[config.mk]
export PLATFORM = sky130hd
export DESIGN_NAME = midi_transmitter
export DESIGN_NICKNAME = d
export VERILOG_FILES = /design/src/rtl/midi_pkg.sv /design/src/rtl/midi_tx_frame.sv /design/src/rtl/midi_transmitter.sv
export SDC_FILE = /design/constraint.sdc
export NUM_CORES = 1
export LEC_CHECK = 0
export BUFFER_PORTS_ARGS = -buffer_cell sky130_fd_sc_hd__buf_2
export CORE_MARGIN = 2
export CORE_UTILIZATION = 57
export CTS_CLUSTER_SIZE = 25
export DETAILED_ROUTE_END_ITERATION = 7
export GPL_TIMING_DRIVEN = 0
export PLACE_DENSITY_LB_ADDON = 0.05
export SYNTH_ARGS = -nofsm -noshare
export SYNTH_HDL_FRONTEND = slang
export SYNTH_SLANG_ARGS = --single-unit
[constraint.sdc]
create_clock -name CLK -period 2.6 [get_ports CLK]
set_input_delay 0.39 -clock CLK [delete_from_list [all_inputs] [get_ports CLK]]
set_output_delay 0.39 -clock CLK [all_outputs]
set_load 0.05 [all_outputs]
[src/rtl/midi_pkg.sv]
`default_nettype none
// ============================================================================
// Module   : midi_pkg
// Purpose  : Shared MIDI transmit constants, FSM state type and length decode.
// Revision : 1.0 - initial release
// ============================================================================
package midi_pkg;

    localparam int MIDI_CLKS_PER_BIT = 128;
    localparam int MIDI_FRAME_BITS   = 10;

    typedef enum logic [1:0] {
        IDLE  = 2'd0,
        START = 2'd1,
        DATA  = 2'd2,
        STOP  = 2'd3
    } midi_tx_state_t;

    // Number of bytes (status included) in a message introduced by this status.
    function automatic logic [1:0] midi_msg_len(input logic [7:0] status);
        logic [1:0] len;
        len = 2'd1;
        case (status[7:4])
            4'h8, 4'h9, 4'hA, 4'hB, 4'hE: len = 2'd3;
            4'hC, 4'hD:                   len = 2'd2;
            4'hF: begin
                if (status[3:0] == 4'h2) begin
                    len = 2'd3;
                end else if ((status[3:0] == 4'h1) || (status[3:0] == 4'h3)) begin
                    len = 2'd2;
                end
            end
            default: len = 2'd1;
        endcase
        return len;
    endfunction

endpackage
`default_nettype wire

[src/rtl/midi_tx_frame.sv]
`default_nettype none
// ============================================================================
// Module   : midi_tx_frame
// Purpose  : Bit timer and 10-bit shifter emitting one 8N1 frame, LSB first.
// Revision : 1.0 - initial release
// ============================================================================
module midi_tx_frame
    import midi_pkg::*;
#(
    parameter int CLKS_PER_BIT = MIDI_CLKS_PER_BIT
) (
    input  logic       CLK,
    input  logic       RESET,
    input  logic       load,
    input  logic [7:0] byte_in,
    output logic       tx,
    output logic       bit_done,
    output logic       frame_done
);

    localparam int            TW         = (CLKS_PER_BIT > 1) ? $clog2(CLKS_PER_BIT) : 1;
    localparam logic [TW-1:0] TIMER_LAST = TW'(CLKS_PER_BIT - 1);
    localparam logic [3:0]    BIT_LAST   = 4'(MIDI_FRAME_BITS - 1);

    logic [TW-1:0] timer_q,   timer_d;
    logic [3:0]    bit_idx_q, bit_idx_d;
    logic [9:0]    shift_q,   shift_d;
    logic          active_q,  active_d;

    always_comb begin
        timer_d    = timer_q;
        bit_idx_d  = bit_idx_q;
        shift_d    = shift_q;
        active_d   = active_q;
        bit_done   = active_q && (timer_q == TIMER_LAST);
        frame_done = bit_done && (bit_idx_q == BIT_LAST);

        // A load on the final stop-bit cycle wins, so frames chain with no gap.
        if (load) begin
            timer_d   = '0;
            bit_idx_d = 4'd0;
            shift_d   = {1'b1, byte_in, 1'b0};
            active_d  = 1'b1;
        end else if (bit_done) begin
            timer_d = '0;
            shift_d = {1'b1, shift_q[9:1]};
            if (frame_done) begin
                active_d  = 1'b0;
                bit_idx_d = 4'd0;
            end else begin
                bit_idx_d = bit_idx_q + 4'd1;
            end
        end else if (active_q) begin
            timer_d = timer_q + TW'(1);
        end
    end

    // Idle shifter is all ones, which keeps the line high out of reset.
    always_ff @(posedge CLK or negedge RESET) begin
        if (!RESET) begin
            timer_q   <= '0;
            bit_idx_q <= 4'd0;
            shift_q   <= '1;
            active_q  <= 1'b0;
        end else begin
            timer_q   <= timer_d;
            bit_idx_q <= bit_idx_d;
            shift_q   <= shift_d;
            active_q  <= active_d;
        end
    end

    assign tx = shift_q[0];

endmodule
`default_nettype wire

[src/rtl/midi_transmitter.sv]
`default_nettype none
// ============================================================================
// Module   : midi_transmitter
// Purpose  : Accepts one MIDI message per handshake and sends 1-3 8N1 frames.
//            Define MIDI_RUNNING_STATUS_EN to omit repeated channel status.
// Revision : 1.0 - initial release
// ============================================================================
module midi_transmitter
    import midi_pkg::*;
#(
    parameter int CLKS_PER_BIT = MIDI_CLKS_PER_BIT
) (
    input  logic       CLK,
    input  logic       RESET,
    input  logic       MSG_VALID,
    output logic       MSG_READY,
    input  logic [7:0] STATUS,
    input  logic [7:0] DATA1,
    input  logic [7:0] DATA2,
    output logic       TX,
    output logic       BUSY,
    output logic       MSG_ERR
);

    midi_tx_state_t state_q, state_d;
    logic [2:0]     bit_cnt_q,    bit_cnt_d;
    logic [1:0]     bytes_left_q, bytes_left_d;
    logic [7:0]     next1_q,      next1_d;
    logic [7:0]     next2_q,      next2_d;
    logic           ready_en_q,   ready_en_d;
    logic           err_q,        err_d;

    logic           accept;
    logic           load;
    logic [7:0]     load_byte;
    logic [1:0]     msg_len;
    logic           skip_status;
    logic           bit_done;
    logic           frame_done;

`ifdef MIDI_RUNNING_STATUS_EN
    logic [7:0]     run_status_q, run_status_d;
`endif

    assign MSG_READY = ready_en_q && (state_q == IDLE);
    assign BUSY      = (state_q != IDLE);
    assign MSG_ERR   = err_q;

    always_comb begin
        state_d      = state_q;
        bit_cnt_d    = bit_cnt_q;
        bytes_left_d = bytes_left_q;
        next1_d      = next1_q;
        next2_d      = next2_q;
        ready_en_d   = 1'b1;
        err_d        = 1'b0;
        load         = 1'b0;
        load_byte    = STATUS;
        accept       = MSG_VALID && MSG_READY;
        msg_len      = midi_msg_len(STATUS);
        skip_status  = 1'b0;
`ifdef MIDI_RUNNING_STATUS_EN
        run_status_d = run_status_q;
        // Stored status only ever holds a channel status or 00.
        if (STATUS[7:4] != 4'hF) begin
            skip_status = (STATUS == run_status_q);
        end
`endif

        case (state_q)
            IDLE: begin
                if (accept) begin
                    if (!STATUS[7]) begin
                        err_d = 1'b1;
                    end else begin
                        load      = 1'b1;
                        state_d   = START;
                        bit_cnt_d = 3'd0;
                        next2_d   = DATA2 & 8'h7F;
                        if (skip_status) begin
                            load_byte    = DATA1 & 8'h7F;
                            next1_d      = DATA2 & 8'h7F;
                            bytes_left_d = msg_len - 2'd2;
                        end else begin
                            load_byte    = STATUS;
                            next1_d      = DATA1 & 8'h7F;
                            bytes_left_d = msg_len - 2'd1;
                        end
`ifdef MIDI_RUNNING_STATUS_EN
                        if (STATUS[7:4] != 4'hF) begin
                            run_status_d = STATUS;
                        end else if (!STATUS[3]) begin
                            run_status_d = 8'h00;
                        end
`endif
                    end
                end
            end
            START: begin
                if (bit_done) begin
                    state_d   = DATA;
                    bit_cnt_d = 3'd0;
                end
            end
            DATA: begin
                if (bit_done) begin
                    if (bit_cnt_q == 3'd7) begin
                        state_d   = STOP;
                        bit_cnt_d = 3'd0;
                    end else begin
                        bit_cnt_d = bit_cnt_q + 3'd1;
                    end
                end
            end
            STOP: begin
                if (frame_done) begin
                    if (bytes_left_q != 2'd0) begin
                        load         = 1'b1;
                        load_byte    = next1_q;
                        next1_d      = next2_q;
                        bytes_left_d = bytes_left_q - 2'd1;
                        state_d      = START;
                    end else begin
                        state_d = IDLE;
                    end
                end
            end
            default: state_d = IDLE;
        endcase
    end

    always_ff @(posedge CLK or negedge RESET) begin
        if (!RESET) begin
            state_q      <= IDLE;
            bit_cnt_q    <= 3'd0;
            bytes_left_q <= 2'd0;
            next1_q      <= 8'h00;
            next2_q      <= 8'h00;
            ready_en_q   <= 1'b0;
            err_q        <= 1'b0;
        end else begin
            state_q      <= state_d;
            bit_cnt_q    <= bit_cnt_d;
            bytes_left_q <= bytes_left_d;
            next1_q      <= next1_d;
            next2_q      <= next2_d;
            ready_en_q   <= ready_en_d;
            err_q        <= err_d;
        end
    end

`ifdef MIDI_RUNNING_STATUS_EN
    always_ff @(posedge CLK or negedge RESET) begin
        if (!RESET) begin
            run_status_q <= 8'h00;
        end else begin
            run_status_q <= run_status_d;
        end
    end
`endif

    midi_tx_frame #(
        .CLKS_PER_BIT(CLKS_PER_BIT)
    ) u_frame (
        .CLK       (CLK),
        .RESET     (RESET),
        .load      (load),
        .byte_in   (load_byte),
        .tx        (TX),
        .bit_done  (bit_done),
        .frame_done(frame_done)
    );

endmodule
`default_nettype wire

==> metrics.md, run 1 <==
| Metric | Value |
|---|---|
| Outcome | `complete, no violations` |
| Die X | `68.82 um` |
| Area Growth Syn to Fin | `12.54%` |
| Worst-path clk slew | `roughly 80 ps` |
| Slew Limit Fails | `0` |
| Crit path DAT | `2490 ps` |
| # rows | `23` |
| FF+latch count, synth | `44` |
| Starting Density | `0.5944` |
| Final hold vios | `0` |
| Setup violators final | `0` |
| Layout cells sized above 1 | `0.2609` |
| Mapped Area | `2395 um2` |
| Synth top area cells | `dfrtp_1 (37%), dfstp_2 (9.9%), nand2_1 (7.2%), mux2_2 (7.1%), ha_1 (5.2%)` |
| Synth area leader | `dfrtp_1` |
| Initial antenna violation count | `0` |
| Yosys top cell area share | `0.3657` |
| TritonCTS Buffers | `5` |
| Worst slew pin tran | `975.2 ps` |
| Routability Congestion | `0.8088` |
| CP Launch Type | `flip-flop` |
| Diode count | `0` |
| Vias/cell | `5.656` |
| Req. time, crit path | `2780 ps` |
| Post-Syn Nets | `roughly 280` |
| Core Area | `4029 um2` |
| Slew margin rel. | `0.3499` |
| Fmax achieved | `432.6 MHz` |
| Async S/R FF share, synth | `1.000` |
| Vias in the first global route | `between 1500 and 2000` |
| Post-route ant nets | `0` |
| DP HPWL | `3.535 mm` |
| CP Launch Point | `state_q[0]` |
| Largest net degree at the start of global routing | `between 40 and 50` |
| Die Height | `68.82 um` |
| Clock Latency Late Sink | `~290 ps` |
| Worst R2R Start | `state_q[0]` |
| CTS Sinks | `between 40 and 50` |
| Cell Pwr Density | `439.8 nW/um2` |
| CTS tree | `built` |
| Synth Instances | `239` |
| Clk buf depth | `2` |
| Post-route clock period utilization | `0.8890` |
| DRC viols | `0` |
| Leakage | `1.380 nW` |
| Final WL | `between 4 and 5 mm` |
| EDFF count, synth | `0` |
| Seq/Total Area, Yosys | `0.4645` |
| Hold Path Class | `in -> async` |
| DIE AREA | `4736 um2` |
| Grt total ovfl | `0` |
| Vias | `1844` |
| Unique masters post-synth | `45` |
| Num ports | `31` |
| Synth Flop Type | `dfrtp_1` |
| Wire per inst | `14.71 um` |
| Post-Place Setup Slack | `150.3 ps` |
| Nets | `312` |
| First-pass GRT wire length | `7.914 mm` |
| WHS | `roughly 250 ps` |
| RSZ-0062 raised after global routing | `false` |
| Largest fanout on the critical path | `10` |
| Mean Syn Cell Area | `10.02 um2` |
| 1st-pass router iterations | `4` |
| # hold bufs at CTS | `0` |
| Commonest non-fill, non-tap cells in the layout | `nand2_1 (46), dfrtp_1 (35), buf_2 (29), mux2_2 (15), nor2_1 (14)` |
| Min Tclk post-route | `2311 ps` |
| Synth Warn # | `0` |
| Commonest non-fill, non-tap cell in the layout | `nand2_1` |
| First-iteration detailed-routing DRC count | `112` |
| Total negative slack | `0 ps` |
| CP Capture Type | `flip-flop` |
| Final Util | `0.6689` |
| Clock skew | `roughly 6.3 ps` |
| H-tree Lvls | `2` |
| Max-cap violation count | `0` |
| Final setup margin | `about 290 ps` |
| Critical path class | `reg -> reg` |
| CTS Root Cell | `clkbuf_8` |
| Total GRT Usage | `0.2273` |
| I/O Buffers | `28` |
| Worst VDD drop | `0.3220 mV` |
| R2R cell count | `8` |
report_power, final:
part           leakage, nW  switching [mW]  internal (mW)  total, mW
Combinational        0.819          0.0283         0.0251     0.0534
Sequential           0.516         0.00462          0.692      0.696
Clock               0.0455           0.219          0.217      0.435
Total                 1.38           0.251          0.934       1.19
logic make-up (layout without fill, tap and decap cells):
group,count (synthesis),after routing,share of synthesized area
AND/OR/NAND/NOR,85,85,0.1656
AO/OA/AOI/OAI,48,48,0.1327
flip-flops,44,44,0.4645
multiplexers,26,26,0.1311
buffers and inverters,22,59,0.04127
adder cells (fa/ha/maj),10,10,0.05225
XOR/XNOR,3,3,0.01097
other,1,1,0.001566
cells in the mapped netlist, types with 4 or more instances:
| cell type | number |
|---|---|
| or3_1 | 5 |
| ha_1 | 10 |
| mux2i_1 | 4 |
| nand2_1 | 46 |
| a32oi_1 | 7 |
| a31oi_1 | 8 |
| nand3_1 | 4 |
| nor2_1 | 14 |
| mux2_2 | 15 |
| clkbuf_1 | 7 |
| dfrtp_1 | 35 |
| o21ai_0 | 10 |
| inv_1 | 10 |
| dfstp_2 | 9 |
| a21oi_1 | 7 |
| mux2_4 | 7 |
timing repair:
action / CTS / global route
endpoints found under the setup margin: 0 / 6
endpoints found under the hold margin: 0 / 0
setup buffers: 0 / 1
gates resized for setup: 0 / 0
metrics by stage:
stage / total power, mW / cell area [um2] / cells
finish: 1.185 / 2695 / 326
global route: 1.235 / 2695 / 326
floorplan: 0.7244 / 2395 / 239
global placement: 0.7635 / 2597 / 317
CTS: 1.201 / 2688 / 325
detailed placement: 0.7640 / 2597 / 317
flip-flops by register name (all words and copies together), names as in the netlist:
| name | flops |
|---|---|
| u_frame.active_q | 1 |
| next2_q | 7 |
| u_frame.bit_idx_q | 4 |
| u_frame.timer_q | 7 |
| u_frame.shift_q | 9 |
| next1_q | 7 |
| ready_en_q | 1 |
| bytes_left_q | 2 |
| bit_cnt_q | 3 |
| state_q | 2 |
| MSG_ERR | 1 |
cell type report:
| type | instances | area (um2) |
|---|---|---|
| timing repair buffer | 29 | 147.6 |
| multi-input combinational | 173 | 1184 |
| fill | 319 | 1334 |
| buffer | 11 | 57.56 |
| inverter | 11 | 41.29 |
| sequential | 44 | 1112 |
| clock buffer | 8 | 90.09 |
| tap | 50 | 62.56 |
worst max-delay path: stages (launching register included):
cell and delay (ps):
dfrtp_1 420, ha_1 170, buf_4 180, o21ai_1 110
or4_1 470, buf_2 210, a21o_1 200, buf_6 140
mux2_4 300
path summary, 6_finish.rpt:
path	to	slack, ps
worst max-delay path	next1_q[5]	290
worst min-delay path	bit_cnt_q[2]	250
worst max register to register	next1_q[5]	290
worst min register to register	next2_q[1]	480
max in group asynchronous	u_frame.timer_q[1]	1750
min in group CLK	next2_q[6]	280
per-layer routing:
metal  routed length (um)  global-route usage
met5                    0                   0
met4                   77             0.07598
met3                  160             0.05032
met2                 2400              0.4026
met1                 2157              0.2723
Note: power is estimated with default switching activity, not from simulation.
==> inputs of run 2 (changes only) <==
CELL_PAD_IN_SITES_DETAIL_PLACEMENT = 1   (was not set)
CELL_PAD_IN_SITES_GLOBAL_PLACEMENT = 2   (was not set)
CORE_UTILIZATION = 36   (was 57)
==> metrics.md, run 2 (same netlist as run 1, synthesis figures left out) <==
| Metric | Value |
|---|---|
| Slew margin rel. | `0.3063` |
| Clock skew | `5.651 ps` |
| Max-cap violation count | `0` |
| Fill count | `around 760` |
| Wire per inst | `16.94 um` |
| Layout cells sized above 1 | `0.2780` |
| Largest fanout on the critical path | `10` |
| Area of the multi-input gates | `1186 um2` |
| Worst VDD drop | `0.2395 mV` |
| WHS | `261.8 ps` |
| Worst-path clk slew | `90 ps` |
| Worst R2R Start | `state_q[0]` |
| Crit-path cells | `ha_1 -> buf_4 -> o21ai_1 -> or4_1 -> buf_2 -> clkbuf_1 -> a32oi_1 -> a31oi_1` |
| Final hold vios | `0` |
| CTS tree | `built` |
| Leakage | `1.400 nW` |
| Vias in the first global route | `2004` |
| I/O Buffers | `28` |
| First-iteration detailed-routing DRC count | `60` |
| Final WL | `5.997 mm` |
| Worst slew pin tran | `1041 ps` |
| Diode count | `0` |
| Post-route ant nets | `0` |
| Core Area | `6386 um2` |
| Worst path max stage delay | `510 ps` |
| Commonest non-fill, non-tap cells in the layout | `nand2_1 (46), dfrtp_1 (35), buf_2 (29), mux2_2 (15), nor2_1 (13)` |
| Post-Place Setup Slack | `about 25 ps` |
| Sw power | `279.3 uW` |
| CP Launch Point | `state_q[0]` |
| Placed cell area | `roughly 2600 um2` |
| Non-Filler Instances | `354` |
| CP endpoint | `u_frame.shift_q[1]` |
| Die X | `85.56 um` |
| Clk buf depth | `2` |
| CTS Sinks | `44` |
| Setup violators final | `0` |
| Pint | `approximately 1.0 mW` |
| 1st-pass router iterations | `4` |
| Slowest cell on crit path | `or4_1` |
| Die Height | `85.56 um` |
| Commonest non-fill, non-tap cell in the layout | `nand2_1` |
| Worst R2R Setup Slack | `200 ps` |
| Largest net degree at the start of global routing | `45` |
| R2R cell count | `8` |
| Final setup margin | `196.1 ps` |
| Reg power frac | `0.544` |
| DIE AREA | `~7300 um2` |
| First-pass GRT wire length | `a little over 10 mm` |
| Gate power share | `0.043` |
| Reg with most FFs | `u_frame.shift_q` |
| CTS Root Cell | `clkbuf_8` |
| Vias | `1891` |
| Crit path DAT | `2620 ps` |
| Post-route clock period utilization | `0.9246` |
| Fmax achieved | `416.0 MHz` |
| Critical path class | `reg -> reg` |
| # rows | `29` |
| TritonCTS Buffers | `5` |
| Routability Congestion | `roughly 0.77` |
| H-tree Lvls | `2` |
| Placed Cells | `344` |
| Grt total ovfl | `0` |
| Clock network power share | `0.413` |
| FF-to-FF End | `u_frame.shift_q[1]` |
| Total GRT Usage | `0.1763` |
| Cell area after layout | `2759 um2` |
| Hold Path Class | `in -> async` |
| Max FFs per register | `9` |
| DP HPWL | `4.273 mm` |
| Final Util | `0.4320` |
| CP Launch Type | `flip-flop` |
| CP Capture Type | `flip-flop` |
| Vias/cell | `about 5.3` |
| Min Tclk post-route | `2404 ps` |
| Initial antenna violation count | `0` |
| Req. time, crit path | `2810 ps` |
| DRC viols | `0` |
| Num ports | `31` |
| Outcome | `complete, no violations` |
| Area Growth Syn to Fin | `15.20%` |
| Starting Density | `0.3750` |
| Slew Limit Fails | `0` |
| Storage cell area | `roughly 1100 um2` |
| Cell Pwr Density | `464.6 nW/um2` |
| Nets | `313` |
| RSZ-0062 raised after global routing | `false` |
| Clock Latency Late Sink | `300 ps` |
| Switch share | `0.2179` |
-- run 2: what timing repair did --
item | in CTS | in global routing
hold buffers | 0 | 0
gates resized for setup | 1 | 3
hold endpoints to repair | 0 | 0
setup buffers | 0 | 2
setup endpoints to repair | 3 | 14
pin swaps | 0 | 1
-- run 2: per-stage QoR --
stage / setup TNS [ps] / power [mW]
after global routing: 0 / 1.331
final: 0 / 1.282
after floorplan: 0 / 0.7244
after CTS: 0 / 1.304
after detailed placement: 0 / 0.7668
after global placement: -159.6 / 0.7664
-- run 2: per-layer routing --
layer  global-route usage  vias to the layer above  wire, um  share of wire
met5                    0                        -         0              0
met4              0.04473                        0        61          0.010
met3              0.03272                        5       149          0.025
met2               0.2976                       25      2939           0.49
met1               0.2344                      938      2846           0.47
li1                     -                      923         -              -
-- run 2: final cells by class --
type | count | share of cell area
Multi-Input combinational cell | 173 | 0.4299
Sequential cell | 44 | 0.4032
Timing Repair Buffer | 30 | 0.05624
Tap cell | 77 | 0.03492
Clock buffer | 6 | 0.02630
Buffer | 11 | 0.02177
Inverter | 11 | 0.01497
Clock inverter | 2 | 0.01270
-- run 2: power by group through the flow --
stage | Sequential, mW | Clock (mW) | Combinational (mW)
after floorplan | 0.708 | 0 | 0.0162
after global placement | 0.709 | 0 | 0.0570
after CTS | 0.697 | 0.550 | 0.0572
after global routing | 0.698 | 0.569 | 0.0632
after detailed placement | 0.710 | 0 | 0.0572
final | 0.697 | 0.530 | 0.0551
-- run 2: worst max-delay path: cells and delay by family (launching register included) --
kind            cells  cell delay, ps
buf+inv             3             680
compound gates      3             520
simple gates        1             510
flops               1             430
fa+ha+maj           1             170
-- run 2: worst min path at each step --
| stage | to | slack, ps |
|---|---|---|
| 3_5_place_dp | next2_q[0] | 460 |
| 6_report | bit_cnt_q[0] | 260 |
| 4_1_cts | next2_q[5] | 270 |
| 2_1_floorplan | MSG_ERR | 90 |
| 3_3_place_gp | next2_q[4] | 460 |
| 5_1_grt | next2_q[3] | 280 |
==> inputs of run 3 (changes only) <==
BUFFER_PORTS_ARGS = -buffer_cell sky130_fd_sc_hd__buf_4   (was -buffer_cell sky130_fd_sc_hd__buf_2)
==> metrics.md, run 3 (same netlist as run 1, synthesis figures left out) <==
| Metric | Value |
|---|---|
| Outcome | `complete, no violations` |
| Cell Pwr Density | `434.9 nW/um2` |
| Placed Cells | `between 300 and 400` |
| Grt total ovfl | `0` |
| Post-route ant nets | `0` |
| Leakage | `1.401 nW` |
| Largest fanout on the critical path | `10` |
| Total GRT Usage | `0.1737` |
| Worst R2R Start | `state_q[0]` |
| Final WL | `5.876 mm` |
| DP HPWL | `around 4.2 mm` |
| First-pass GRT wire length | `9.922 mm` |
| Fmax achieved | `425.1 MHz` |
| Slew margin rel. | `0.5585` |
| Max-cap violation count | `0` |
| Nets | `311` |
| Die X | `85.56 um` |
| Max FFs per register | `9` |
| CP Launch Type | `flip-flop` |
| CTS tree | `built` |
| Post-route clock period utilization | `0.9047` |
| Reg with most FFs | `u_frame.shift_q` |
| Starting Density | `0.3750` |
| DRC viols | `0` |
| Commonest non-fill, non-tap cell in the layout | `nand2_1` |
| Min Tclk post-route | `roughly 2400 ps` |
| Worst VDD drop | `between 0.15 and 0.2 mV` |
| Vias in the first global route | `2044` |
| Clock skew | `around 7.8 ps` |
| Layout cells sized above 1 | `0.2618` |
| Final setup margin | `approximately 250 ps` |
| Fill count | `749` |
| CTS Sinks | `44` |
| Post-Place Setup Slack | `-63.40 ps` |
| Crit path DAT | `2540 ps` |
| Commonest non-fill, non-tap cells in the layout | `nand2_1 (46), dfrtp_1 (35), buf_4 (31), mux2_2 (15), nor2_1 (14)` |
| Diode count | `0` |
| Initial antenna violation count | `0` |
| DIE AREA | `around 7300 um2` |
| # rows | `29` |
| Worst-path clk slew | `80 ps` |
| Non-Filler Instances | `~350` |
| Final hold vios | `0` |
| Worst slew pin tran | `between 600 and 700 ps` |
| 1st-pass router iterations | `4` |
| TritonCTS Buffers | `5` |
| Vias | `around 1900` |
| RSZ-0062 raised after global routing | `false` |
| I/O Buffers | `28` |
| Placed cell area | `2701 um2` |
| Area Growth Syn to Fin | `16.72%` |
| Clk buf depth | `2` |
| H-tree Lvls | `2` |
| First-iteration detailed-routing DRC count | `between 40 and 50` |
| Largest net degree at the start of global routing | `45` |
| Vias/cell | `5.321` |
| Core Area | `6386 um2` |
| Cell area after layout | `2795 um2` |
| Critical path class | `reg -> reg` |
| Slew Limit Fails | `0` |
| CP Capture Type | `flip-flop` |
| Num ports | `31` |
| Wire per inst | `16.69 um` |
| CTS Root Cell | `clkbuf_8` |
| Setup violators final | `0` |
| Clock Latency Late Sink | `300 ps` |
| Routability Congestion | `0.7374` |
| Hold Path Class | `in -> async` |
| Die Height | `between 80 and 90 um` |
| Final total power | `around 1.2 mW` |
| CP Launch Point | `state_q[0]` |
| Req. time, crit path | `2780 ps` |
[run 3: where the power goes]
part / internal, mW / switching [mW]
sequential: 0.692 / 0.00468
clock: 0.217 / 0.237
combinational: 0.0352 / 0.0300
total: 0.944 / 0.271
[run 3: area by class of cell]
class	count	area (um2)	share of cell area
tap	77	96.34	0.03447
clock buffer	8	90.09	0.03223
sequential	44	1112	0.3979
timing repair buffer	29	217.7	0.07789
buffer	10	53.80	0.01925
inverter	11	41.29	0.01477
multi-input combinational	173	1184	0.4235
[run 3: through the flow]
stage	hold WS, ps	setup TNS (ps)	util
CTS	104.7	0	0.4383
global route	121.5	0	0.4377
floorplan	94.41	0	-
global placement	441.4	-440.8	0.4230
finish	87.42	0	0.4377
detailed placement	438.1	-339.4	0.4230
[run 3: worst paths after layout]
path | end | slack [ps] | cells after the start
max | next1_q[3] | 250 | 8
min | bit_cnt_q[1] | 90 | 1
max reg2reg | next1_q[3] | 250 | 8
min reg2reg | u_frame.shift_q[0] | 470 | 2
max in group asynchronous | u_frame.shift_q[5] | 2120 | 1
min in group CLK | next2_q[6] | 280 | 3
[run 3: routing by layer]
metal  global-route usage  part of all wire
met1               0.2204              0.47
met2               0.3004              0.49
met3              0.03369             0.025
met4              0.05195             0.015
met5                    0                 0
[run 3: critical path, stage by stage, from the launching register on]
cell and delay, ps:
dfrtp_1 430, ha_1 170, buf_4 180, o21ai_1 110
or4_1 480, buf_2 210, a21o_1 210, buf_6 150
mux2_4 300
[run 3: repair_timing]
item,CTS,global route
pin swaps,1,0
setup endpoints to repair,8,1
gates resized for setup,0,0
buffers inserted,1,0
hold buffers,0,0
